==> config.mk <==
export PLATFORM = sky130hd
export DESIGN_NAME = port_mux_arb
export DESIGN_NICKNAME = d
export VERILOG_FILES = /design/src/rtl/port_mux_arb.sv
export SDC_FILE = /design/constraint.sdc
export NUM_CORES = 1
export LEC_CHECK = 0
export ABC_AREA = 0
export BUFFER_PORTS_ARGS = -buffer_cell sky130_fd_sc_hd__buf_2
export CORE_ASPECT_RATIO = 0.9
export CORE_MARGIN = 5
export CORE_UTILIZATION = 42
export DETAILED_ROUTE_END_ITERATION = 8
export PLACE_DENSITY_LB_ADDON = 0.25
export SLEW_MARGIN = 15
export SYNTH_ARGS = -nofsm -noshare
export SYNTH_HDL_FRONTEND = slang
export SYNTH_SLANG_ARGS = --single-unit
==> constraint.sdc <==
create_clock -name clk -period 1.9 [get_ports clk]
set_input_delay 0.19 -clock clk [delete_from_list [all_inputs] [get_ports clk]]
set_output_delay 0.19 -clock clk [all_outputs]
set_load 0.005 [all_outputs]
==> src/rtl/port_mux_arb.sv <==
// Port multiplexer/arbiter between the PATLPP byte-stream link and NPORTS port modules.
// Ingress strips a port-ID header and steers the frame; egress round-robins whole frames and prepends the ID.
module port_mux_arb #(
  parameter int NPORTS = 4
) (
  input  logic                  clk,
  input  logic                  rst,
  input  logic [7:0]            in_data,
  input  logic                  in_sof,
  input  logic                  in_eof,
  input  logic                  in_src_rdy,
  output logic                  in_dst_rdy,
  output logic [7:0]            p_data,
  output logic                  p_sof,
  output logic                  p_eof,
  output logic                  p_src_rdy,
  output logic [NPORTS-1:0]     p_en,
  input  logic [NPORTS-1:0]     p_dst_rdy,
  input  logic [8*NPORTS-1:0]   po_data,
  input  logic [NPORTS-1:0]     po_sof,
  input  logic [NPORTS-1:0]     po_eof,
  input  logic [NPORTS-1:0]     po_src_rdy,
  output logic [NPORTS-1:0]     po_dst_rdy,
  output logic [7:0]            out_data,
  output logic                  out_sof,
  output logic                  out_eof,
  output logic                  out_src_rdy,
  input  logic                  out_dst_rdy,
  output logic                  err_badport,
  output logic                  err_frame
);

  localparam logic [7:0] NPORTS_B = 8'(NPORTS);
  localparam logic [2:0] LAST_ID  = 3'(NPORTS - 1);

  typedef enum logic [1:0] {I_HDR, I_FWD, I_DROP} i_state_t;
  typedef enum logic [1:0] {E_IDLE, E_HDR, E_BODY} e_state_t;

  i_state_t i_state_reg, i_state_next;
  e_state_t e_state_reg, e_state_next;

  logic [2:0]        sel_reg, sel_next;
  logic              first_reg, first_next;
  logic              err_badport_reg, err_badport_next;
  logic [2:0]        grant_reg, grant_next;
  logic [2:0]        last_grant_reg, last_grant_next;
  logic              err_frame_reg, err_frame_next;

  logic [NPORTS-1:0] sel_hot;
  logic [NPORTS-1:0] grant_hot;
  logic [NPORTS-1:0] req;
  logic [7:0]        po_byte [NPORTS];
  logic [7:0]        grant_data;
  logic              in_rdy_c;
  logic [NPORTS-1:0] po_rdy_c;
  logic              found;
  logic [2:0]        pick;

  genvar gi;
  generate
    for (gi = 0; gi < NPORTS; gi++) begin : g_port
      assign sel_hot[gi]   = (sel_reg == 3'(gi));
      assign grant_hot[gi] = (grant_reg == 3'(gi));
      assign po_byte[gi]   = po_data[8*gi +: 8];
      assign req[gi]       = po_src_rdy[gi] & po_sof[gi];
    end
  endgenerate

  always_ff @(posedge clk or posedge rst) begin
    if (rst) begin
      i_state_reg     <= I_HDR;
      sel_reg         <= '0;
      first_reg       <= 1'b0;
      err_badport_reg <= 1'b0;
      e_state_reg     <= E_IDLE;
      grant_reg       <= '0;
      last_grant_reg  <= LAST_ID;
      err_frame_reg   <= 1'b0;
    end else begin
      i_state_reg     <= i_state_next;
      sel_reg         <= sel_next;
      first_reg       <= first_next;
      err_badport_reg <= err_badport_next;
      e_state_reg     <= e_state_next;
      grant_reg       <= grant_next;
      last_grant_reg  <= last_grant_next;
      err_frame_reg   <= err_frame_next;
    end
  end

  // Ingress: the data path is purely combinational once a port is selected.
  always_comb begin
    i_state_next     = i_state_reg;
    sel_next         = sel_reg;
    first_next       = first_reg;
    err_badport_next = err_badport_reg;
    in_rdy_c         = 1'b0;
    p_data           = '0;
    p_sof            = 1'b0;
    p_eof            = 1'b0;
    p_src_rdy        = 1'b0;
    p_en             = '0;
    case (i_state_reg)
      I_HDR: begin
        in_rdy_c = 1'b1;
        if (in_src_rdy && in_sof) begin
          if (in_data < NPORTS_B) begin
            if (!in_eof) begin
              sel_next     = in_data[2:0];
              first_next   = 1'b1;
              i_state_next = I_FWD;
            end
          end else begin
            err_badport_next = 1'b1;
            if (!in_eof) i_state_next = I_DROP;
          end
        end
      end
      I_FWD: begin
        p_data    = in_data;
        p_src_rdy = in_src_rdy;
        p_en      = sel_hot;
        p_eof     = in_eof;
        p_sof     = first_reg;
        in_rdy_c  = |(p_dst_rdy & sel_hot);
        if (in_src_rdy && in_rdy_c) begin
          first_next = 1'b0;
          if (in_eof) i_state_next = I_HDR;
        end
      end
      I_DROP: begin
        in_rdy_c = 1'b1;
        if (in_src_rdy && in_eof) i_state_next = I_HDR;
      end
      default: i_state_next = I_HDR;
    endcase
  end

  // Round-robin: ports above last_grant first, then wrap to the low IDs.
  always_comb begin
    found = 1'b0;
    pick  = '0;
    for (int i = 0; i < NPORTS; i++) begin
      if (!found && req[i] && (3'(i) > last_grant_reg)) begin
        found = 1'b1;
        pick  = 3'(i);
      end
    end
    for (int i = 0; i < NPORTS; i++) begin
      if (!found && req[i] && (3'(i) <= last_grant_reg)) begin
        found = 1'b1;
        pick  = 3'(i);
      end
    end
  end

  always_comb begin
    grant_data = '0;
    for (int i = 0; i < NPORTS; i++) begin
      grant_data = grant_data | (po_byte[i] & {8{grant_hot[i]}});
    end
  end

  always_comb begin
    e_state_next    = e_state_reg;
    grant_next      = grant_reg;
    last_grant_next = last_grant_reg;
    err_frame_next  = err_frame_reg;
    po_rdy_c        = '0;
    out_data        = '0;
    out_sof         = 1'b0;
    out_eof         = 1'b0;
    out_src_rdy     = 1'b0;
    case (e_state_reg)
      E_IDLE: begin
        // Stray mid-frame bytes are swallowed so they cannot block arbitration.
        po_rdy_c = po_src_rdy & ~po_sof;
        if (|po_rdy_c) err_frame_next = 1'b1;
        if (found) begin
          grant_next   = pick;
          e_state_next = E_HDR;
        end
      end
      E_HDR: begin
        out_data    = {5'b0, grant_reg};
        out_sof     = 1'b1;
        out_src_rdy = 1'b1;
        if (out_dst_rdy) e_state_next = E_BODY;
      end
      E_BODY: begin
        out_data    = grant_data;
        out_src_rdy = |(po_src_rdy & grant_hot);
        out_eof     = |(po_eof & grant_hot);
        po_rdy_c    = grant_hot & {NPORTS{out_dst_rdy}};
        if (out_src_rdy && out_dst_rdy && out_eof) begin
          last_grant_next = grant_reg;
          e_state_next    = E_IDLE;
        end
      end
      default: e_state_next = E_IDLE;
    endcase
  end

  // Ready strobes are masked during reset so nothing is accepted while it is held.
  assign in_dst_rdy  = in_rdy_c & ~rst;
  assign po_dst_rdy  = po_rdy_c & {NPORTS{~rst}};
  assign err_badport = err_badport_reg;
  assign err_frame   = err_frame_reg;

endmodule

After elaboration in Yosys (flattened, before gate mapping). Index checks and enable logic that the tools add are counted.

Output and inout port bits: 33. Word-level logic and storage cells: 146. Flip-flop bits (word level): 16.

Mux-type cells: 43. $lt $le $gt $ge: 9. Eq/ne operators: 19. Bitwise gates (word level): 22. Reduce and logical (&&, ||, !) cells: 45.

Operators with widths (count): $and A8 B8 Y8 (4); $and A4 B4 Y4 (6); $or A8 B8 Y8 (3); $logic_and A1 B1 Y1 (20); $mux W2 (10); $mux W1 (18); $mux W3 (6); $ne A2 B2 Y1 const B (9); $pmux W8 S2 (1); $reduce_or A4 Y1 (4); $eq A3 B2 Y1 const B (4); $pmux W2 S3 (2); $reduce_and A5 Y1 (2); $lt A8 B3 Y1 const B (1); $mux W8 (1); $pmux W4 S2 (1); $logic_not A1 Y1 (7); $eq A3 B1 Y1 const B (2); $gt A1 B3 Y1 const A (2); $gt A2 B3 Y1 const A (2); $le A1 B3 Y1 const A (2); $le A2 B3 Y1 const A (2); $logic_not A3 Y1 (2); $pmux W1 S2 (3); other kinds (12) (24).

Depth between registers and ports, before layout.
Depth in word-level cells: 33. Mapped depth: 6.

Worst setup path after synthesis. No wires, ideal clock.

Path kind: reg2reg. Start: reg grant_reg[1]. End: reg last_grant_reg[1]. Period minus slack after synthesis: 1.598 ns. Arrival time: 1.516 ns. Slack: 0.302 ns. Path buffers: 1. Setup time: 0.082 ns. Stages on the path, launching flop included: 6. Path through: dfrtp_1 > buf_6 > mux4_2 > and2_4 > nand3_2 > mux2_4.

Word-level cells in the longest chain between the ends: 6. Elaborated cells on any way between the ends: 11. Classes of those cells: eq/ne (3); bitwise (2); reduce/logical (6).

RTL lines: from (decl) (line 45) `logic [2:0] grant_reg, grant_next;`; from (signal assigned) (line 85) `grant_reg <= grant_next;`; $eq A3 B1 Y1 (tied with other cells) (line 63) `assign grant_hot[gi] = (grant_reg == 3'(gi));`; $and A4 B4 Y4 (line 192) `out_src_rdy = |(po_src_rdy & grant_hot);`; $reduce_or A4 Y1 (line 192); $logic_and A1 B1 Y1 (2 in a row) (line 195) `if (out_src_rdy && out_dst_rdy && out_eof) begin`; $reduce_and A2 Y1 (no source line); to (signal assigned) (line 86) `last_grant_reg <= last_grant_next;`; to (decl) (line 46) `logic [2:0] last_grant_reg, last_grant_next;`.

Several ways; a longest one is shown, not always the timed one. A chain may end at the register's enable or synchronous reset.

Worst setup path after layout.
Start: reg grant_reg[0]. End: out out_data[3].

Word-level cells in the longest chain between the ends: 6. Elaborated cells on any way between the ends: 12. Classes of those cells: eq/ne (3); mux (1); bitwise (7); reduce/logical (1).

RTL lines: $eq A3 B1 Y1 or $logic_not A3 Y1 (tied branches) (line 63); $and A8 B8 Y8 (line 160) `grant_data = grant_data | (po_byte[i] & {8{grant_hot[i]}});`; $or A8 B8 Y8 (2 in a row) (line 160); $or A8 B8 Y8 (*) (line 160); $pmux W8 S2 (*) (line 174) `case (e_state_reg)`; to (decl) (line 24) `output logic [7:0] out_data,`.

Every way passes the cells marked *; elsewhere a longest branch is shown, timed or not.

==> results.md <==
- Leakage: 0.00105 uW
- Placed wire-length estimate: 3480 um
- Area of the multi-input gates: roughly 960 um^2
- Post-synthesis net count: 204
- Average cell area after synthesis: 9.96 um^2
- Via density: 5.37
- Max FFs per register: 3
- Final RePlAce weighted congestion: 0.872
- Cell area after synthesis: 1380 um^2
- Layout net count: 306
- Proportion of synthesized area in mux cells: 23.0%
- Ranking of synthesized cells by area: sky130_fd_sc_hd__dfrtp_1 (22%), sky130_fd_sc_hd__mux4_2 (15%), sky130_fd_sc_hd__and2_1 (5.4%), sky130_fd_sc_hd__dfstp_2 (3.8%), sky130_fd_sc_hd__mux4_1 (3.8%)
- Result of the run: finished clean
- Share of final-layout standard cells stronger than drive strength 1: 55.0%
- Crit path capture type: output pin
- Fraction of the yosys area taken by sequential cells: 25.5%
- Post-synthesis share of cell area spent on full adders, half adders and majority gates: 2.71%
- Clock tree sinks: 14
- Synth Area in Compound Gates: 16.6%
- Largest net degree at the start of global routing: 17
- CTS tree: done
- Setup repair after global routing missed its margin: true
- Vias post-DR: around 1.5k
- Clk Latency, worst-skew pair: about 0.24 ns
- Synth Register Bits: 14
- Hold violation count in the final report: 0
- Main combinational cell family by area after synthesis: simple AND/OR/NAND/NOR gates
- Fillers: 288
- H-tree lvl count: 1
- Post-synthesis xor/xnor area fraction: 0%
- Pre-antenna DRT Iters: 4
- Number of flops mapped to enable cells by yosys: 0
- Total routing resource utilization after global routing: 17.9%
- Gate count after technology mapping: ~140
- Worst path slowest cell: sky130_fd_sc_hd__mux4_2
- Yosys warning count: 0
- Number of design-rule violations left by the first detailed-router iteration: 71
- Final worst-path cycle share: a little over nine tenths
- Post-detailed-route wirelength per cell: 14.8 um
- Storage element area: 354 um^2
- Most area-hungry cell type in the Yosys netlist: sky130_fd_sc_hd__dfrtp_1
- Final Instance Count excl. Fillers: 282
- Clock root buffer: sky130_fd_sc_hd__clkbuf_8
- DRT antenna net count: 0
- Fraction of synthesized cell area taken by the top area cell type: between 20% and 30%
- Post-CTS Hold Buffers: 0
- Antenna Diode Count: 0
- Library cells used by synthesis: 47
- Crit path buf inv count: 2
- Final Skew: 0.000784 ns
- Slew at the pin with the worst max-slew slack: 0.537 ns
- Post-Route Utilization: between 60% and 70%
- Final period demand of the worst path: roughly 1.8 ns
- Global route total overflow: 0
- Horizontal die dimension: 70.5 um
- Total clock buffers created by CTS: 3
- Layout overhead on the synthesized area: 44.7%
- Number of antenna violations at the first check in global routing: 0
- Simple-gate share of the synthesized area: 26.9%
- Vertical die dimension: 64.5 um
- Global-route wire length before repair: 6670 um
- Crit-path cells: buf_6, mux4_2, and3_1, buf_2
- Worst Hold Class: input pin to async pin
- Via count of the first global-routing pass: ~1.4k
- Buffer depth of the longest clock path: 2
- Share of async-settable or async-resettable flops after synthesis: 100%
- Area of the core: 3110 um^2
- IR Drop Worst-Case VDD: 0.595 mV
- Placed Cells: 275
- Area of the die: 4540 um^2
- Tightest hold margin: between 0.03 and 0.04 ns
- Category of cells accounting for the largest share of critical-path delay: multiplexers
- Critical path's largest stage delay: 0.48 ns
- Max-Slew Margin vs Limit: 64.1%
- Number of design rule violations left after detail routing: 0
- Number of primary I/O pins: between 90 and 100
- Clock-pin slew on the worst setup and hold paths: 0.06 ns
- Maximum net fanout on the critical path: 7
- Number of failing setup endpoints in the final timing report: 0
- Number of buffer cells added on primary ports: 94
- Power density relative to cell area: about 1000 nW/um^2
- Initial standard-cell utilization of the core: 44.4%
- Type of origin of the critical path: flop
- Number of maximum-capacitance constraint violations: 0
- WP data arrival: 1.63 ns
- Count of standard-cell rows: 19
- Pins Over Slew Limit: 0
- Most used flip-flop cell after synthesis: sky130_fd_sc_hd__dfrtp_1
- WL final: around 4200 um
- FMAX: 550 MHz
- Worst Path Required: 1.71 ns
- Category of the most critical setup path: flop to output pin
- Total power consumption of the routed design: 1990 uW
## power breakdown
group          leakage (uW)  switching (uW)  internal [uW]
clock             0.0000288             109            184
combinational      0.000857             560            677
sequential         0.000166            78.3            385
## cell usage after synthesis (all sizes together) (2+ instances only)
cell type and instances:
buf 3, nand2b 6, nand4 2, or2 3, clkbuf 5, a2bb2oi 2
o22ai 2, o221ai 2, nand2 11, a21oi 9, nor2 6, mux2 4
o21ai 2, dfstp 2, mux4 11, dfrtp 12, inv 7, nor4bb 2
nor4b 2, and3 5, a22oi 4, and2 13, nor2b 5, ha 3
a31oi 2
## worst paths after layout
kind	cells past startpoint	slack (ns)	endpoint	start
setup / recovery	4	0.08	out_data[3]	grant_reg[0]
hold / removal	2	0.03	grant_reg[1]	rst
setup reg to reg	5	0.18	last_grant_reg[1]	grant_reg[0]
hold reg to reg	1	0.46	err_frame	err_frame
max in group asynchronous	2	1.48	grant_reg[0]	rst
min in group clk	2	0.17	sel_reg[1]	in_data[1]
## kinds of logic after synthesis
family,count (synthesis)
and+or+nand+nor,60
AOI/OAI and AO/OA,31
muxes,16
buffers and inverters,15
DFF,14
adders and majority gates,3
## through the flow
step	cell area (um^2)	setup WS, ns	setup TNS, ns
after floorplan	1380	0.302	0
after CTS	2000	0.0404	0
after global placement	1920	0.176	0
after detailed placement	1920	0.159	0
after global routing	2000	-0.00887	-0.00887
final	2000	0.0830	0
## repair_timing
action	CTS	global route
resized for setup	1	3
gates cloned	0	0
buffers inserted	3	0
setup endpoints to repair	6	6
## metal layers
| layer | track usage (%) | vias up | share of wire [%] |
|---|---|---|---|
| li1 | - | 728 | - |
| met1 | 22.8 | 731 | 42 |
| met2 | 31.7 | 50 | 51 |
| met3 | 4.48 | 4 | 7.0 |
| met4 | 2.15 | 0 | 0.55 |
| met5 | 0 | - | 0 |
## final cells by class
class	instances	area share, %
multi-input cells	110	47.8
repair buffers	105	27.8
flip-flops and latches	14	17.7
clock buffers	4	2.75
well taps	42	2.63
inverters	7	1.31
## cells in the final DEF (no fill, tap or decap), types with 2 or more instances in the layout
cell type,Yosys,layout
sky130_fd_sc_hd__a21oi_1,9,9
sky130_fd_sc_hd__a22oi_1,4,4
sky130_fd_sc_hd__a31oi_1,2,2
sky130_fd_sc_hd__and2_1,12,12
sky130_fd_sc_hd__and3_1,5,5
sky130_fd_sc_hd__buf_2,1,94
sky130_fd_sc_hd__buf_4,0,10
sky130_fd_sc_hd__clkbuf_8,0,4
sky130_fd_sc_hd__dfrtp_1,12,11
sky130_fd_sc_hd__dfstp_2,2,2
sky130_fd_sc_hd__ha_1,3,2
sky130_fd_sc_hd__inv_1,7,7
sky130_fd_sc_hd__mux2_1,2,2
sky130_fd_sc_hd__mux2_4,2,2
sky130_fd_sc_hd__mux4_2,9,10
sky130_fd_sc_hd__nand2_1,11,11
sky130_fd_sc_hd__nand2b_1,6,6
sky130_fd_sc_hd__nand4_1,2,2
sky130_fd_sc_hd__nor2_1,6,6
sky130_fd_sc_hd__nor2b_1,5,5
sky130_fd_sc_hd__nor4bb_1,2,2
sky130_fd_sc_hd__o21ai_0,2,2
sky130_fd_sc_hd__o221ai_1,2,2
sky130_fd_sc_hd__or2_2,2,2
Note: power is estimated with default switching activity, not from simulation.
